===== src/rtl/fetch_unit.sv =====
// Instruction-fetch stage: sequential PC generation, credit-limited word reads, an in-order
// response buffer tagged with PC and fault, and a redirect path that flushes stale fetches.
module fetch_unit #(
   parameter logic [31:0] RESET_PC = 32'h0000_0000,
   parameter int unsigned DEPTH    = 4
) (
   input  logic        clk_i,
   input  logic        reset_ni,
   output logic        mem_req_valid_o,
   input  logic        mem_req_ready_i,
   output logic [31:0] mem_req_addr_o,
   input  logic        mem_rsp_valid_i,
   input  logic [31:0] mem_rsp_data_i,
   input  logic        mem_rsp_error_i,
   output logic        instr_valid_o,
   input  logic        instr_ready_i,
   output logic [31:0] instr_o,
   output logic [31:0] instr_pc_o,
   output logic        instr_fault_o,
   input  logic        redirect_i,
   input  logic [31:0] redirect_pc_i
);
   localparam int unsigned PtrW = $clog2(DEPTH);
   localparam int unsigned CntW = $clog2(DEPTH + 1);
   localparam logic [CntW:0] DepthW = (CntW + 1)'(DEPTH);

   typedef logic [PtrW-1:0] ptr_t;
   typedef logic [CntW-1:0] cnt_t;

   logic [31:0] pc_q, pc_d;
   logic [31:0] rsp_pc_q, rsp_pc_d;
   ptr_t        rd_ptr_q, rd_ptr_d;
   ptr_t        wr_ptr_q, wr_ptr_d;
   cnt_t        count_q, count_d;
   cnt_t        outst_q, outst_d;
   cnt_t        discard_q, discard_d;

   logic [31:0] data_q  [DEPTH];
   logic [31:0] tag_q   [DEPTH];
   logic        fault_q [DEPTH];

   logic        accept;
   logic        drop;
   logic        push;
   logic        pop;
   logic [31:0] target_pc;
   logic        unused_redirect_lsb;

   assign unused_redirect_lsb = ^redirect_pc_i[1:0];
   assign target_pc           = {redirect_pc_i[31:2], 2'b00};

   // Credit rule: buffered plus in-flight never exceeds DEPTH, so responses always fit.
   assign mem_req_valid_o = reset_ni & (({1'b0, count_q} + {1'b0, outst_q}) < DepthW);
   assign mem_req_addr_o  = pc_q;
   assign accept          = mem_req_valid_o & mem_req_ready_i;

   assign drop = (discard_q != '0) | redirect_i;
   assign push = mem_rsp_valid_i & ~drop;
   assign pop  = (count_q != '0) & instr_ready_i;

   assign instr_valid_o = (count_q != '0);
   assign instr_o       = data_q[rd_ptr_q];
   assign instr_pc_o    = tag_q[rd_ptr_q];
   assign instr_fault_o = fault_q[rd_ptr_q];

   always_comb begin
      pc_d      = pc_q;
      rsp_pc_d  = rsp_pc_q;
      rd_ptr_d  = rd_ptr_q;
      wr_ptr_d  = wr_ptr_q;
      count_d   = count_q + cnt_t'(push) - cnt_t'(pop);
      outst_d   = outst_q + cnt_t'(accept) - cnt_t'(mem_rsp_valid_i);
      discard_d = discard_q;

      if (accept) begin
         pc_d = pc_q + 32'd4;
      end
      if (push) begin
         wr_ptr_d = wr_ptr_q + ptr_t'(1);
         rsp_pc_d = rsp_pc_q + 32'd4;
      end
      if (pop) begin
         rd_ptr_d = rd_ptr_q + ptr_t'(1);
      end
      if (mem_rsp_valid_i && (discard_q != '0)) begin
         discard_d = discard_q - cnt_t'(1);
      end

      // Everything still in flight after this cycle belongs to the old path.
      if (redirect_i) begin
         pc_d      = target_pc;
         rsp_pc_d  = target_pc;
         rd_ptr_d  = '0;
         wr_ptr_d  = '0;
         count_d   = '0;
         discard_d = outst_d;
      end
   end

   always_ff @(posedge clk_i or negedge reset_ni) begin
      if (!reset_ni) begin
         pc_q      <= RESET_PC;
         rsp_pc_q  <= RESET_PC;
         rd_ptr_q  <= '0;
         wr_ptr_q  <= '0;
         count_q   <= '0;
         outst_q   <= '0;
         discard_q <= '0;
      end else begin
         pc_q      <= pc_d;
         rsp_pc_q  <= rsp_pc_d;
         rd_ptr_q  <= rd_ptr_d;
         wr_ptr_q  <= wr_ptr_d;
         count_q   <= count_d;
         outst_q   <= outst_d;
         discard_q <= discard_d;
      end
   end

   always_ff @(posedge clk_i or negedge reset_ni) begin
      if (!reset_ni) begin
         for (int i = 0; i < DEPTH; i++) begin
            data_q[i]  <= '0;
            tag_q[i]   <= '0;
            fault_q[i] <= 1'b0;
         end
      end else if (push) begin
         data_q[wr_ptr_q]  <= mem_rsp_data_i;
         tag_q[wr_ptr_q]   <= rsp_pc_q;
         fault_q[wr_ptr_q] <= mem_rsp_error_i;
      end
   end

   rsp_needs_outstanding: assert property (@(posedge clk_i) disable iff (!reset_ni)
      mem_rsp_valid_i |-> (outst_q != '0));

endmodule


===== config.mk =====
export PLATFORM = sky130hd
export DESIGN_NAME = fetch_unit
export DESIGN_NICKNAME = d
export VERILOG_FILES = /design/src/rtl/fetch_unit.sv
export SDC_FILE = /design/constraint.sdc
export NUM_CORES = 1
export LEC_CHECK = 0
export BUFFER_PORTS_ARGS = -buffer_cell sky130_fd_sc_hd__buf_2
export CORE_UTILIZATION = 30
export CTS_CLUSTER_SIZE = 12
export DETAILED_ROUTE_END_ITERATION = 16
export PLACE_DENSITY = 0.53
export SLEW_MARGIN = 25
export SYNTH_ARGS = -nofsm -noshare
export SYNTH_HDL_FRONTEND = slang
export SYNTH_SLANG_ARGS = --single-unit
export TNS_END_PERCENT = 20

===== constraint.sdc =====
create_clock -name clk_i -period 8.7 [get_ports clk_i]
set_input_delay 1.74 -clock clk_i [delete_from_list [all_inputs] [get_ports clk_i]]
set_output_delay 1.74 -clock clk_i [all_outputs]
set_load 0.02 [all_outputs]

==> flow_summary.yaml, run 1 <==
final_layout:
  design_area_um2: 18100
  fin_nets: 1340
  num-fill-cells: 4900
  drive_above_1_share: 0.452
  synthToLayoutAreaGrowth_pct: 17.7
timing:
  slew_violations: 0
  setup_tns_ns: 0
  tightest_slew_ns: 0.949
  setup_viol: 0
  hold_ws_ns: 0.499
  hold_violations: 0
  fin_crit_sh: 0.561
  fin_skew_ns: 0.0251
  rsz0062_at_grt: "no"
  finalWorstSetupSlack_ns: 3.82
  fin_crit_ns: 4.88
  max_freq_mhz: 205
  maxSlewHeadroom: 0.367
clocking:
  path_clk_slew_ns: 0.06
  cts_tree: "yes"
  post-cts-setup-buffers: 0
  ctsResizeCount: 0
  cts_buffers: 39
  hold_buffers: 0
  cts_buffer_depth: 3
  cts-root-buf: "clkbuf_16"
  clock_latency_ns: 0.55
  cts_num_sinks: 325
  htreeDepth: 2
synthesis:
  synthSimpleGateAreaFrac: 0.0947
  synth_seq_cells: 325
  synthDistinctLibCells: 56
  synthFlopType: "dfrtp_1"
  synth_compound_area_frac: 0.0343
  synthMuxAreaShare: 0.285
  netlist_instances: 1122
  synth_xor_area_frac: 0.0136
  synth_fa_ha_area_frac: 0.0140
  synth_edf_count: 0
  ys_warn_count: 0
  async_flop_share: 1.00
  synth_top_family_by_area: "multiplexers"
  yosysSeqAreaShare: 0.528
  syn_area_um2: 15400
  postSynthAreaPerCell_um2: 13.7
pwr:
  swShare: 0.326
  combPwrFrac: 0.306
  irDropWorstVdd_v: 0.000108
  seqPwrFrac: 0.395
  pwr-share-clk: 0.299
  power_mw: 5.39
  power_density_nw_per_um2: 297
  p_int_mw: 3.63
  netSwitchingPower_mw: 1.76
  leakagePower_nw: 8.19
floorplanning:
  start_util: 0.306
  core_um2: 50400
  die_x_um: 229
  die_area_um2: 52300
  die_h_um: 229
  row_count: 82
  io_pins: 170
min_path:
  min_path_type: "register to register"
worst_setup_path:
  path_max_fanout: 67
  worst_ep_arrival_time_ns: 3.14
  path_class: "input port to primary output"
  worstPathRequired_ns: 6.96
  critPathSlowestCell: "nor4b_4"
  start_kind: "input port"
  cp-end-kind: "primary output"
  critical-path-max-stage-delay_ns: 0.57
  worstPathCellList: "buf_8 > nor4b_4 > and2_1 > buf_2"
routing:
  postRouteAntennaNets: 0
  wl_per_cell_um: 19.4
  first_pass_iters: 4
  drt-initial-drc-count: 394
  finalWirelength_um: 37900
  routed_via_density: 5.04
  drc_errors: 0
  via_count: 9853
global_routing:
  antenna_found_initial: 0
  grt_use_total: 0.147
  grt_overflow: 0
  grt_pass1_wl_um: 60500
  grt_max_degree: 83
  grt_pass1_vias: 10300
outcome:
  status: "complete, no violations"
placed_design:
  io_buffers: 163
  finalWeightedCongestion: 0.763
  hpwl_um: 23900
  dpl-instance-area_um2: 16900
  dp_slack_ns: 3.75
flow_run:
  drv_cap: 0
## routing by layer
layer	up-vias	share of wire	track usage
li1	4465	-	-
met1	5100	0.46	0.203
met2	230	0.47	0.229
met3	58	0.052	0.0341
met4	0	0.021	0.0419
met5	-	0	0
## metrics by stage
step,cells,utilization
global route,1954,0.360
finish,1955,0.360
global placement,1884,0.334
detailed placement,1884,0.335
floorplan,1125,-
CTS,1954,0.360
## final cells by class
| type | instances | area, µm² | area share |
|---|---|---|---|
| clock inverters | 10 | 113 | 0.00621 |
| flip-flops and latches | 325 | 8140 | 0.449 |
| well taps | 672 | 841 | 0.0464 |
| multi-input cells | 695 | 6910 | 0.381 |
| clock buffers | 60 | 1150 | 0.0637 |
| diodes | 1 | 2.50 | 0.000138 |
| inverters | 20 | 76.3 | 0.00421 |
| repair buffers | 172 | 901 | 0.0497 |
## cell usage after synthesis, drive strengths merged (8+ instances only)
| cell | n | share of area |
|---|---|---|
| a211oi | 22 | 0.011 |
| a311oi | 13 | 0.0074 |
| and3 | 9 | 0.0037 |
| and4 | 23 | 0.013 |
| buf | 22 | 0.0078 |
| clkbuf | 63 | 0.017 |
| dfrtp | 325 | 0.53 |
| ha | 14 | 0.011 |
| inv | 19 | 0.0046 |
| mux2 | 263 | 0.19 |
| mux4 | 63 | 0.092 |
| nand2 | 36 | 0.0088 |
| nand3 | 16 | 0.0062 |
| nand4 | 28 | 0.012 |
| nor2 | 43 | 0.010 |
| nor2b | 11 | 0.0045 |
| nor3 | 29 | 0.0094 |
| nor4 | 21 | 0.0089 |
| o21ai | 8 | 0.0026 |
| xnor2 | 18 | 0.010 |
## path summary, 6_finish.rpt
path / startpoint / to / slack [ns] / depth (start not counted)
max: reset_ni / mem_req_valid_o / 3.82 / 4
min: tag_q[57]$_DFFE_PN0P_ / tag_q[57]$_DFFE_PN0P_ / 0.50 / 1
max reg2reg: discard_q[0]$_DFFE_PN0P_ / count_q[2]$_DFF_PN0_ / 5.05 / 12
min reg2reg: tag_q[57]$_DFFE_PN0P_ / tag_q[57]$_DFFE_PN0P_ / 0.50 / 1
max in group asynchronous: reset_ni / data_q[66]$_DFFE_PN0P_ / 5.75 / 3
min in group asynchronous: reset_ni / data_q[120]$_DFFE_PN0P_ / 1.16 / 1
## cells by family after synthesis
family | after synthesis
multiplexers | 328
flip-flops | 325
AND/OR/NAND/NOR | 250
adder cells (fa/ha/maj) | 16
buffers and inverters | 105
XOR/XNOR | 24
AO/OA/AOI/OAI | 73
other | 1
## sequential cells by signal, summed over array words and instances, names as in the netlist
signal and count:
count_q 3, fault_q 4, rsp_pc_q 30, tag_q 120
rd_ptr_q 2, wr_ptr_q 2, outst_q 3, data_q 128
mem_req_addr_o 30, discard_q 3
## placed cells by master, fill, tap and decap left out, drive strengths merged, types with 7 or more instances in the layout
master  Yosys  routed
nand3      16      16
a211oi     22      22
ha         14      14
xnor2      18      18
mux2      263     263
dfrtp     325     325
a21oi       7       7
nor2b      11      11
and3        9       9
inv        19      20
o21ai       8       8
o31ai       7       7
nor4       21      21
nor3       29      29
nor2       43      43
mux4       63      63
nand4      28      28
a311oi     13      13
clkbuf     63      60
nand2      36      36
and4       23      23
buf        22     172
## power by group through the flow
| stage | combinational (mW) | sequential [mW] | clock (mW) |
|---|---|---|---|
| after detailed placement | 1.68 | 2.16 | 0 |
| after CTS | 1.69 | 2.13 | 1.67 |
| after global placement | 1.65 | 2.13 | 0 |
| final | 1.65 | 2.13 | 1.61 |
| after global routing | 1.78 | 2.19 | 1.73 |
| after floorplan | 1.24 | 2.03 | 0 |
## worst max-delay path: cells and delay by family
family,cells,cell delay [ns]
and+or+nand+nor,2,0.79
buffers and inverters,2,0.55
(Power assumes the default switching activity.)
==> run 2: changes to the inputs <==
--- a/config.mk
+++ b/config.mk
@@ -9,7 +9,7 @@
 export CORE_UTILIZATION = 30
 export CTS_CLUSTER_SIZE = 12
 export DETAILED_ROUTE_END_ITERATION = 16
-export PLACE_DENSITY = 0.53
+export PLACE_DENSITY = 0.55
 export SLEW_MARGIN = 25
 export SYNTH_ARGS = -nofsm -noshare
 export SYNTH_HDL_FRONTEND = slang
==> constraint.sdc (replaced) <==
create_clock -name clk_i -period 4.3 [get_ports clk_i]
set_input_delay 0.86 -clock clk_i [delete_from_list [all_inputs] [get_ports clk_i]]
set_output_delay 0.86 -clock clk_i [all_outputs]
set_load 0.02 [all_outputs]
==> run 2 against run 1 <==
  * Sequential cell count unchanged
  * Cell area up 0.43%
  * Hold slack worse by 0.11 ns
==> flow_summary.yaml, run 2 (synthesis results as in run 1) <==
clocking:
  ctsResizeCount: 0
  cts-root-buf: "clkbuf_16"
  cts_buffers: 39
  cts_buffer_depth: 3
  cts_num_sinks: 325
  hold_buffers: 0
  post-cts-setup-buffers: 0
  htreeDepth: 2
  path_clk_slew_ns: 0.06
  clock_latency_ns: 0.56
  cts_tree: "yes"
floorplanning:
  die_h_um: 229
  die_area_um2: 52300
  start_util: 0.306
  io_pins: 170
  die_x_um: 229
  core_um2: 50400
  row_count: 82
worst_setup_path:
  r2r_slack_ns: 1.09
  cp-end-kind: "primary output"
  rr_worst_depth: 11
  start_kind: "register"
  worst_ep_arrival_time_ns: 2.63
  critPathCapture: "instr_pc_o[18]"
  crit_start: "rd_ptr_q[0]$_DFFE_PN0P_"
  path_max_fanout: 27
  path_class: "register to primary output"
  r2r_end: "discard_q[2]$_DFFE_PN0P_"
  r2r-start: "count_q[2]$_DFF_PN0_"
  worstPathRequired_ns: 3.44
global_routing:
  grt_pass1_wl_um: 61500
  grt_use_total: 0.149
  grt_pass1_vias: 10500
  grt_overflow: 0
  antenna_found_initial: 1
  grt_max_degree: 85
final_layout:
  largest_reg_flops: 128
  num-fill-cells: 4896
  final_util: 0.362
  design_area_um2: 18200
  drive_above_1_share: 0.455
  layout_commonest_cell: "dfrtp_1"
  regMostFlops: "data_q"
  top_regs: "data_q: 128 flops, tag_q: 120 flops"
  num_antenna_cells: 0
  final_cells: 1967
  fin_nets: 1354
  layout_common_cells: "323 x dfrtp_1, 263 x mux2_2, 162 x buf_2, 63 x mux4_2, 43 x nor2_1"
  synthToLayoutAreaGrowth_pct: 18.2
timing:
  setup_tns_ns: 0
  fin_crit_sh: 0.811
  fin_crit_ns: 3.49
  slew_violations: 0
  setup_viol: 0
  rsz0062_at_grt: "no"
  maxSlewHeadroom: 0.423
  max_freq_mhz: 287
  fin_skew_ns: 0.0225
  tightest_slew_ns: 0.866
  hold_violations: 0
routing:
  via_count: 9949
  drt-initial-drc-count: 458
  routed_via_density: 5.06
  wl_per_cell_um: 19.5
  postRouteAntennaNets: 0
  finalWirelength_um: 38300
  drc_errors: 0
  first_pass_iters: 4
outcome:
  status: "complete, no violations"
placed_design:
  dpl-instance-area_um2: 16900
  hpwl_um: 24400
  io_buffers: 163
  finalWeightedCongestion: 0.748
  dp.cells: 1897
pwr:
  irDropWorstVdd_v: 0.000289
  leakagePower_nw: 8.31
  power_density_nw_per_um2: 599
min_path:
  min_path_type: "input port to async pin"
flow_run:
  drv_cap: 0
-- run 2: layout make-up --
type	instances	area (µm²)	area share
clock buffer	56	1100	0.0605
clock inverter	13	158	0.00866
inverter	20	75.1	0.00412
multi-input combinational	695	6870	0.377
sequential	325	8140	0.447
tap	672	841	0.0462
timing repair buffer	186	1030	0.0568
-- run 2: worst min-delay path by stage --
stage / startpoint / endpoint / slack, ns / depth (start not counted)
finish: reset_ni / data_q[55]$_DFFE_PN0P_ / 0.39 / 2
CTS: reset_ni / data_q[52]$_DFFE_PN0P_ / 0.37 / 2
global placement: tag_q[7]$_DFFE_PN0P_ / tag_q[7]$_DFFE_PN0P_ / 0.48 / 1
floorplan: outst_q[2]$_DFF_PN0_ / outst_q[2]$_DFF_PN0_ / 0.47 / 1
global route: reset_ni / data_q[53]$_DFFE_PN0P_ / 0.40 / 2
detailed placement: data_q[56]$_DFFE_PN0P_ / data_q[56]$_DFFE_PN0P_ / 0.49 / 1
-- run 2: critical path, stage by stage, from the launching register on --
cell	delay [ns]
dfrtp_4	0.80
buf_4	0.41
mux4_2	0.62
buf_2	0.20
-- run 2: per-layer routing --
metal | GRT usage | vias up | share of wire
li1 | - | 4493 | -
met2 | 0.244 | 212 | 0.48
met5 | 0 | - | 0
met4 | 0.0348 | 0 | 0.016
met3 | 0.0326 | 46 | 0.045
met1 | 0.201 | 5198 | 0.46
-- run 2: per-stage QoR --
| stage | worst slack [ns] | hold slack [ns] | power [mW] |
|---|---|---|---|
| after floorplan | 1.38 | 0.470 | 6.61 |
| after global placement | 0.971 | 0.481 | 7.70 |
| after detailed placement | 0.979 | 0.488 | 7.80 |
| after CTS | 0.720 | 0.370 | 11.1 |
| after global routing | 0.646 | 0.395 | 11.6 |
| final | 0.814 | 0.388 | 10.9 |
-- run 2: report_power, final --
group          total [mW]  switching [mW]  internal, mW
sequential           4.28           0.522          3.75
combinational        3.38            1.74          1.65
clock                3.26            1.30          1.96
total                10.9            3.56          7.36
==> run 3: changes to the inputs <==
==> constraint.sdc (replaced) <==
create_clock -name clk_i -period 3.2 [get_ports clk_i]
set_input_delay 0.64 -clock clk_i [delete_from_list [all_inputs] [get_ports clk_i]]
set_output_delay 0.64 -clock clk_i [all_outputs]
set_load 0.02 [all_outputs]
==> run 3 against run 2 <==
  * Global-route usage hardly changed
  * Non-clock buffer count is 4 higher
  * Clock power is 36% higher
  * Combinational power is 37% higher
  * Core utilization is 0.28 points higher
  * Via count hardly changed
  * Setup slack worse by 0.61 ns
  * Final cell count is 0.25% higher
  * Sequential cell count stayed put
  * Clock skew hardly changed
  * First-iteration DRC count is 14% higher
  * Die area stayed put
==> flow_summary.yaml, run 3 (synthesis results as in run 1) <==
worst_setup_path:
  start_kind: "register"
  path_class: "register to primary output"
  worst_ep_arrival_time_ns: 2.35
  rr_worst_depth: 11
  path_max_fanout: 20
  worstPathRequired_ns: 2.56
  cp-end-kind: "primary output"
final_layout:
  num-fill-cells: 4899
  seq_area_um2: 8140
  design_area_um2: 18400
  layout_commonest_cell: "dfrtp_1"
  synthToLayoutAreaGrowth_pct: 19.1
  layout_common_cells: "323 x dfrtp_1, 263 x mux2_2, 162 x buf_2, 63 x mux4_2, 43 x nor2_1"
  multiInputGateArea_um2: 6870
  regMostFlops: "data_q"
  drive_above_1_share: 0.458
  largest_reg_flops: 128
  fin_nets: 1358
  top_regs: "data_q: 128 flops, tag_q: 120 flops"
routing:
  postRouteAntennaNets: 0
  wl_per_cell_um: 19.4
  finalWirelength_um: 38300
  drt-initial-drc-count: 520
  via_count: 9954
  routed_via_density: 5.05
  drc_errors: 0
  first_pass_iters: 5
clocking:
  cts_buffers: 39
  cts_tree: "yes"
  ctsResizeCount: 0
  cts_buffer_depth: 3
  post-cts-setup-buffers: 0
  hold_buffers: 0
  htreeDepth: 2
  path_clk_slew_ns: 0.06
  cts_num_sinks: 325
  cts-root-buf: "clkbuf_16"
  clock_latency_ns: 0.55
global_routing:
  grt_pass1_wl_um: 61500
  antenna_found_initial: 0
  grt_use_total: 0.149
  grt_max_degree: 144
  grt_pass1_vias: 10600
  grt_overflow: 0
outcome:
  status: "complete, no violations"
floorplanning:
  io_pins: 170
  die_h_um: 229
  row_count: 82
  core_um2: 50400
  start_util: 0.306
  die_x_um: 229
  die_area_um2: 52300
placed_design:
  hpwl_um: 25300
  dpl-instance-area_um2: 17100
  finalWeightedCongestion: 0.760
  io_buffers: 163
pwr:
  leakagePower_nw: 8.39
  power_mw: 14.8
  power_density_nw_per_um2: 804
  irDropWorstVdd_v: 0.000354
timing:
  tightest_slew_ns: 0.884
  rsz0062_at_grt: "no"
  slew_violations: 0
  fin_crit_ns: 2.99
  hold_violations: 0
  fin_crit_sh: 0.935
  fin_skew_ns: 0.0222
  max_freq_mhz: 334
  setup_tns_ns: 0
  setup_viol: 0
  maxSlewHeadroom: 0.410
min_path:
  min_path_type: "input port to async pin"
flow_run:
  drv_cap: 0
[run 3: area by class of cell]
| type | instances | area share |
|---|---|---|
| Sequential cell | 325 | 0.443 |
| Multi-Input combinational cell | 695 | 0.374 |
| Timing Repair Buffer | 190 | 0.0630 |
| Clock buffer | 56 | 0.0611 |
| Tap cell | 672 | 0.0458 |
| Clock inverter | 13 | 0.00845 |
| Inverter | 20 | 0.00409 |
| Antenna cell | 1 | 0.000136 |
[run 3: metal layers]
layer  share of wire  up-vias  GRT usage  wire (µm)
li1                -     4500          -          -
met1            0.47     5171      0.205      17800
met3           0.042       53     0.0261       1630
met2            0.47      230      0.239      18000
met5               0        -          0          0
met4           0.022        0     0.0455        836
[run 3: power by group]
| group | internal, mW | leakage (nW) | switching, mW |
|---|---|---|---|
| registers | 5.05 | 4.23 | 0.677 |
| logic | 2.26 | 3.53 | 2.37 |
| clock network | 2.68 | 0.633 | 1.74 |
[run 3: per-stage QoR]
stage / utilization / hold WS (ns) / instances / setup slack [ns]
final: 0.364 / 0.276 / 1972 / 0.207
after global routing: 0.364 / 0.301 / 1971 / 0.0562
after CTS: 0.364 / 0.267 / 1971 / 0.100
after detailed placement: 0.339 / 0.487 / 1902 / 0.312
after global placement: 0.339 / 0.481 / 1902 / 0.320
after floorplan: - / 0.344 / 1125 / 0.342
[run 3: final timing paths]
| check | start | end | slack (ns) |
|---|---|---|---|
| worst max-delay path | rd_ptr_q[0]$_DFFE_PN0P_ | instr_pc_o[22] | 0.21 |
| worst max register to register | count_q[2]$_DFF_PN0_ | discard_q[2]$_DFFE_PN0P_ | 0.33 |
| worst min-delay path | reset_ni | data_q[54]$_DFFE_PN0P_ | 0.28 |
| worst min register to register | tag_q[61]$_DFFE_PN0P_ | tag_q[61]$_DFFE_PN0P_ | 0.50 |
| min in group clk_i | redirect_pc_i[6] | rsp_pc_q[6]$_DFFE_PN0N_ | 0.35 |
| max in group asynchronous | reset_ni | tag_q[123]$_DFFE_PN0P_ | 1.70 |
[run 3: worst max-delay path, stage by stage (launching register included)]
cell	delay (ns)
dfrtp_4	0.71
buf_4	0.32
mux4_2	0.57
buf_2	0.18
